File: src/rtl/mem_pkg.sv
`default_nettype none
// ============================================================================
// mem_pkg : shared widths and handshake state encoding for the memory stage
// Revision: 1.0
// ============================================================================
package mem_pkg;

  localparam int DATA_W = 32;
  localparam int ADDR_W = 8;

  typedef enum logic [2:0] {
    IDLE       = 3'd0,
    RD_ISSUE   = 3'd1,
    RD_CAPTURE = 3'd2,
    WR_ISSUE   = 3'd3,
    DONE       = 3'd4
  } mem_state_e;

endpackage
`default_nettype wire

File: src/rtl/mem_fsm.sv
`default_nettype none
// ============================================================================
// mem_fsm : request handshake FSM driving RAM strobes, done pulse and busy
// Revision: 1.0
// ============================================================================
module mem_fsm
  import mem_pkg::*;
(
  input  logic       clk,
  input  logic       clear,
  input  logic       rd_req,
  input  logic       wr_req,
  output mem_state_e state,
  output logic       busy,
  output logic       mem_done,
  output logic       ram_read_enable,
  output logic       ram_write_enable
);

  mem_state_e state_q;
  mem_state_e state_d;

  always_ff @(posedge clk) begin
    if (clear) begin
      state_q <= IDLE;
    end else begin
      state_q <= state_d;
    end
  end

  // Write wins over a simultaneous read; the read is dropped, not queued.
  always_comb begin
    state_d = state_q;
    unique case (state_q)
      IDLE: begin
        if (wr_req) begin
          state_d = WR_ISSUE;
        end else if (rd_req) begin
          state_d = RD_ISSUE;
        end
      end
      RD_ISSUE:   state_d = RD_CAPTURE;
      RD_CAPTURE: state_d = DONE;
      WR_ISSUE:   state_d = DONE;
      DONE:       state_d = IDLE;
      default:    state_d = IDLE;
    endcase
  end

  // Enables are masked by clear so an aborted transaction never reaches the RAM.
  always_comb begin
    busy             = (state_q != IDLE);
    mem_done         = (state_q == DONE);
    ram_read_enable  = (state_q == RD_ISSUE) && !clear;
    ram_write_enable = (state_q == WR_ISSUE) && !clear;
  end

  assign state = state_q;

endmodule
`default_nettype wire

File: src/rtl/mem_interface.sv
`default_nettype none
// ============================================================================
// mem_interface : MAR/MDR holding registers plus handshake to registered RAM
// Revision: 1.0
// ============================================================================
module mem_interface #(
  parameter int DATA_W = 32,
  parameter int ADDR_W = 8
) (
  input  logic              clk,
  input  logic              clear,
  input  logic [DATA_W-1:0] bus_in,
  input  logic              mar_in,
  input  logic              mdr_in,
  input  logic              rd_req,
  input  logic              wr_req,
  output logic [DATA_W-1:0] mdr_out,
  output logic              busy,
  output logic              mem_done,
  output logic [ADDR_W-1:0] ram_address,
  output logic [DATA_W-1:0] ram_data_in,
  output logic              ram_write_enable,
  output logic              ram_read_enable,
  input  logic [DATA_W-1:0] ram_data_out
);

  import mem_pkg::*;

  logic [ADDR_W-1:0] mar_q;
  logic [ADDR_W-1:0] mar_d;
  logic [DATA_W-1:0] mdr_q;
  logic [DATA_W-1:0] mdr_d;
  mem_state_e        state;

  mem_fsm u_fsm (
    .clk              (clk),
    .clear            (clear),
    .rd_req           (rd_req),
    .wr_req           (wr_req),
    .state            (state),
    .busy             (busy),
    .mem_done         (mem_done),
    .ram_read_enable  (ram_read_enable),
    .ram_write_enable (ram_write_enable)
  );

  // Loads are only honoured in IDLE so the RAM sees stable MAR/MDR mid-transaction.
  always_comb begin
    mar_d = mar_q;
    mdr_d = mdr_q;
    if (state == IDLE) begin
      if (mar_in) begin
        mar_d = bus_in[ADDR_W-1:0];
      end
      if (mdr_in) begin
        mdr_d = bus_in;
      end
    end else if (state == RD_CAPTURE) begin
      mdr_d = ram_data_out;
    end
  end

  always_ff @(posedge clk) begin
    if (clear) begin
      mar_q <= '0;
      mdr_q <= '0;
    end else begin
      mar_q <= mar_d;
      mdr_q <= mdr_d;
    end
  end

  generate
    if (DATA_W > ADDR_W) begin : g_bus_hi
      logic unused_bus_hi;
      assign unused_bus_hi = ^bus_in[DATA_W-1:ADDR_W];
    end
  endgenerate

  assign mdr_out     = mdr_q;
  assign ram_address = mar_q;
  assign ram_data_in = mdr_q;

endmodule
`default_nettype wire

File: config.mk
export PLATFORM = sky130hd
export DESIGN_NAME = mem_interface
export DESIGN_NICKNAME = d
export VERILOG_FILES = /design/src/rtl/mem_pkg.sv /design/src/rtl/mem_fsm.sv /design/src/rtl/mem_interface.sv
export SDC_FILE = /design/constraint.sdc
export NUM_CORES = 1
export LEC_CHECK = 0
export CAP_MARGIN = 20
export CORE_UTILIZATION = 41
export CTS_CLUSTER_SIZE = 20
export DETAILED_ROUTE_END_ITERATION = 8
export PLACE_DENSITY = 0.84
export SYNTH_ARGS = -nofsm -noshare
export SYNTH_HDL_FRONTEND = slang
export SYNTH_SLANG_ARGS = --single-unit
File: constraint.sdc
create_clock -name clk -period 3 [get_ports clk]
set_input_delay 0.3 -clock clk [delete_from_list [all_inputs] [get_ports clk]]
set_output_delay 0.3 -clock clk [all_outputs]
set_load 0.05 [all_outputs]
Yosys cells after proc, flatten, opt, wreduce, memory -nomap -nowiden:

Index checks and enable logic that the tools add are counted.

* eq/ne operators: 6
* multiplexer cells: 6
* reduce and logical (&&, ||, !) cells: 9

Operators with widths (count)
* two-way mux 32 bit: 3
* case mux 3 bit (3 select lines): 1
* equality test 3 x 2 -> 1 bit (second input constant): 2
* two-way mux 3 bit: 2
* AND reduction 2 bit: 2
* equality test 3 x 1 -> 1 bit (second input constant): 1
* equality test 3 bit (second input constant): 1
* logical NOT 3 bit: 1
* != test 3 bit (second input constant): 1
* nonzero test 3 bit: 1
* logical AND 1 bit: 2
* != test 2 bit (second input constant): 1
* nonzero test 2 bit: 1
* OR reduction 2 bit: 1
* logical NOT 1 bit: 1

* flip-flop bits (word level): 43
* input port bits: 70
* output and inout port bits: 76
* word-level logic and storage cells: 24

Longest topological paths before layout:

* depth after elaboration: 3
* gate-level depth with buffers: 5
* mapped depth without buffers: 3

By module:

A second synthesis with hierarchy kept.

* cell total of the unflattened synthesis: 195
* area total of the unflattened synthesis: 2100.8 µm²

By module, submodules not included
* mem_interface: instances 1, cells an instance 183, area each 1968.1 µm², seq. area each 800.8 µm²
* mem_fsm: instances 1, cells an instance 12, area each 132.6 µm², seq. area each 60.1 µm²

Worst setup path before layout:

No wires, ideal clock.

* path type: register to output
* from: register u_fsm.state_q[1], in the netlist u_fsm.state[1]
* to: output mem_done
* arrival: 1.751 ns
* data required time: 2.700 ns
* setup slack: 0.949 ns
* cell stages (with the launch flop): 4
* path buffers: 2
* cell sequence: dfxtp_1 buf_2 buf_2 nor3b_1

* cells in the longest elaborated chain, start to end: 1

Ends and longest elaborated chain
* start, declared: RTL line mem_fsm.sv:20 `mem_state_e state_q;`
* start signal, assigned: RTL line mem_fsm.sv:27 `state_q <= state_d;`
* equality test 3 bit: RTL line mem_fsm.sv:53 `mem_done = (state_q == DONE);`
* end, declared: RTL line mem_interface.sv:19 `output logic mem_done,`

No other way between the ends.

Worst setup path after layout:

* from: register u_fsm.state_q[1], in the netlist u_fsm.state[1]
* to: output ram_write_enable

* cells in the longest elaborated chain, start to end: 2

Ends and longest elaborated chain
* equality test 3 x 2 -> 1 bit: RTL line mem_fsm.sv:55 `ram_write_enable = (state_q == WR_ISSUE) && !clear;`
* logical AND 1 bit: RTL line mem_fsm.sv:55
* end, declared: RTL line mem_interface.sv:22 `output logic ram_write_enable,`

No other way between the ends.

==> summary.txt <==
First-pass GRT wire length - 10100 um
Syn_nets - 366
Final hold violation count - 0
Reg clk slew, reported paths - 0.08 ns
Register area share after synthesis - 34.4%
Mapped Area - 2500 um2
Synth cell types - 25
CTS tree - done
Clock sink count - 43
RSZ-0062 raised after global routing - no
CTS Buffer Depth - 2
Placed Area - 3730 um2
Via density - 4.91
Routed via count - 2319
Hold_sp - clear
Fraction of layout cells with a size suffix above 1 - 10.3%
Total grt overflow - 0
Sequential Area - 862 um2
Finish-stage setup viols - 0
Initial Util - 42.3%
Antenna violations before repair - 0
Die height - 80.1 um
Status - finished clean
Leading cell type in the layout, fill and taps excluded - clkdlybuf4s50_1
Cts hold-fix bufs - 0
1st-iter DRT viols - 83
Area contributors post-synth - dfxtp_1 34%, a221oi_2 13%, buf_4 11%
Reg-to-Reg End - mdr_out[20]
Crit-path slowest cell - clkdlybuf4s50_1
Multi-input gate area in the final layout - 1040 um2
GRT Total Usage - 19.9%
Resized Gates After CTS - 0
CP Max Fanout - 30
Die area - 6420 um2
Pleak - 0.00159 uW
Fmax - 396 MHz
Max Transition Viols Final - 0
CTS buffer count - 5
Worst-Margin Slew - 0.597 ns
Largest net degree at the start of global routing - 43
R2R Setup Slk - 1.13 ns
Min-delay worst type - in -> reg
CP endpoint kind - output pin
Pre-antenna DRT Iters - 4
Min-Delay Path Depth - 2
Post-synth top area share - 34.4%
Worst EP arrival - 2.22 ns
Worst EP required - 2.70 ns
PwrDens - 579 nW/um2
Final TNS setup - 0 ns
Cell Chain, Critical Path - nor3b_1, and2_1, clkdlybuf4s50_1
N_diodes - 0
Post-Layout Inst Area - 3850 um2
Critical setup path kind - reg -> out
Slew margin rel. - 60.2%
I/O Buffers - 145
Wire per inst - 13.8 um
Startpoint Class - flop
Io pins - 146
Drc violations - 0
Max-cap violations - 0
Die width - 80.1 um
Synth warn - 0
Placer Congestion - 0.779
Slowest cell delay on critical path - 0.80 ns
Routed Antenna Nets - 0
Crit Reg-Reg Startpoint - u_fsm.state[1]
Fin crit share - 84.1%
Leading cell types in the layout, fill and taps excluded - 144 x clkdlybuf4s50_1, 63 x inv_1, 42 x dfxtp_1, 32 x nor2_1, 31 x a22o_1
Vias in the first global route - 2232
Core area - 5920 um2
Maximum VDD drop - 0.299 mV
Row count - 28
Nets - 466
Reg2reg path depth - 4
Later-pin clock latency in the skew report - 0.29 ns
Cell accounting for the most synthesized area - dfxtp_1
Worst Setup SP - u_fsm.state[1]
Post-DP HPWL - 4690 um
Final core area utilization - 65.0%
H-Tree Depth - 2
Avg Synthesized Cell Area - 8.46 um2
Synth Register Bits - 43
Synth Instances - 296
Drt total wl - 6510 um
Hold endpoint - u_fsm.state[2]
# fillers - 490
Clock Skews - 0.00735 ns
Tmin final - 2.52 ns
CTS root buf - clkbuf_8
Post-CTS setup repair buffer count - 0
P&R area growth vs syn - 53.8%
==> synthesized netlist by cell type <==
library cell   n
inv_1         63
dfxtp_1       43
buf_4         37
nor2_1        32
a22o_1        31
a221oi_2      22
nand2_1       16
a221oi_1      10
clkbuf_1      10
a21oi_1        8
buf_2          8
and2_1         2
nor3b_1        2
buf_1          1
buf_6          1
mux2i_1        1
nand2b_1       1
nor2_4         1
nor3_1         1
nor4b_1        1
nor4b_4        1
o21a_1         1
o21ai_2        1
or3_2          1
or4b_1         1
==> area by class of cell <==
class	count	share of cell area (%)
timing repair buffer	150	38.9
multi-input combinational	133	27.1
clock buffer	6	2.14
inverter	63	6.14
sequential	43	22.4
tap	75	2.44
clock inverter	2	0.910
==> flip-flops by register name, indices dropped and copies added (netlist names) <==
name,count
u_fsm.state,3
ram_address,8
mdr_out,32
==> critical path: cells and delay by family, from the launching register on <==
family                 cells  cell delay (ns)
buffers and inverters      1             0.80
and+or+nand+nor            2             0.43
DFF                        1             0.71
==> how the worst max path moves through the flow <==
stage | depth (start not counted) | slack (ns) | end
6_report | 3 | 0.48 | ram_write_enable
5_1_grt | 3 | 0.29 | ram_write_enable
4_1_cts | 3 | 0.45 | ram_write_enable
3_5_place_dp | 3 | 0.78 | ram_write_enable
3_3_place_gp | 3 | 0.79 | ram_write_enable
2_1_floorplan | 3 | 0.95 | mem_done
==> per-layer routing <==
layer / routed length, um / track usage, % / up-vias
li1: - / - / 1161
met1: 2800 / 23.6 / 1068
met2: 3290 / 36.1 / 79
met3: 318 / 2.61 / 11
met4: 99 / 8.04 / 0
met5: 0 / 0 / -
==> per-stage QoR <==
| stage | worst slack [ns] | hold slack (ns) | cells | power (uW) |
|---|---|---|---|---|
| finish | 0.478 | 0.205 | 472 | 2230 |
| global route | 0.294 | 0.214 | 472 | 2330 |
| CTS | 0.449 | 0.198 | 472 | 2250 |
| detailed placement | 0.778 | 0.450 | 464 | 1790 |
| global placement | 0.792 | 0.448 | 463 | 1760 |
| floorplan | 0.949 | 0.410 | 296 | 1490 |
==> cells by family after synthesis <==
logic type | Yosys count | synth area share [%]
AOI/OAI and AO/OA | 73 | 29.8
buffers and inverters | 120 | 24.2
DFF | 43 | 34.4
muxes | 1 | 0.400
and+or+nand+nor | 59 | 11.2
==> where the power goes <==
part	leakage, uW	switching [uW]	internal [uW]
registers	0.000357	68.1	640
clock network	0.0000612	188	269
logic	0.00117	663	402
Note: power is estimated with default switching activity, not from simulation.
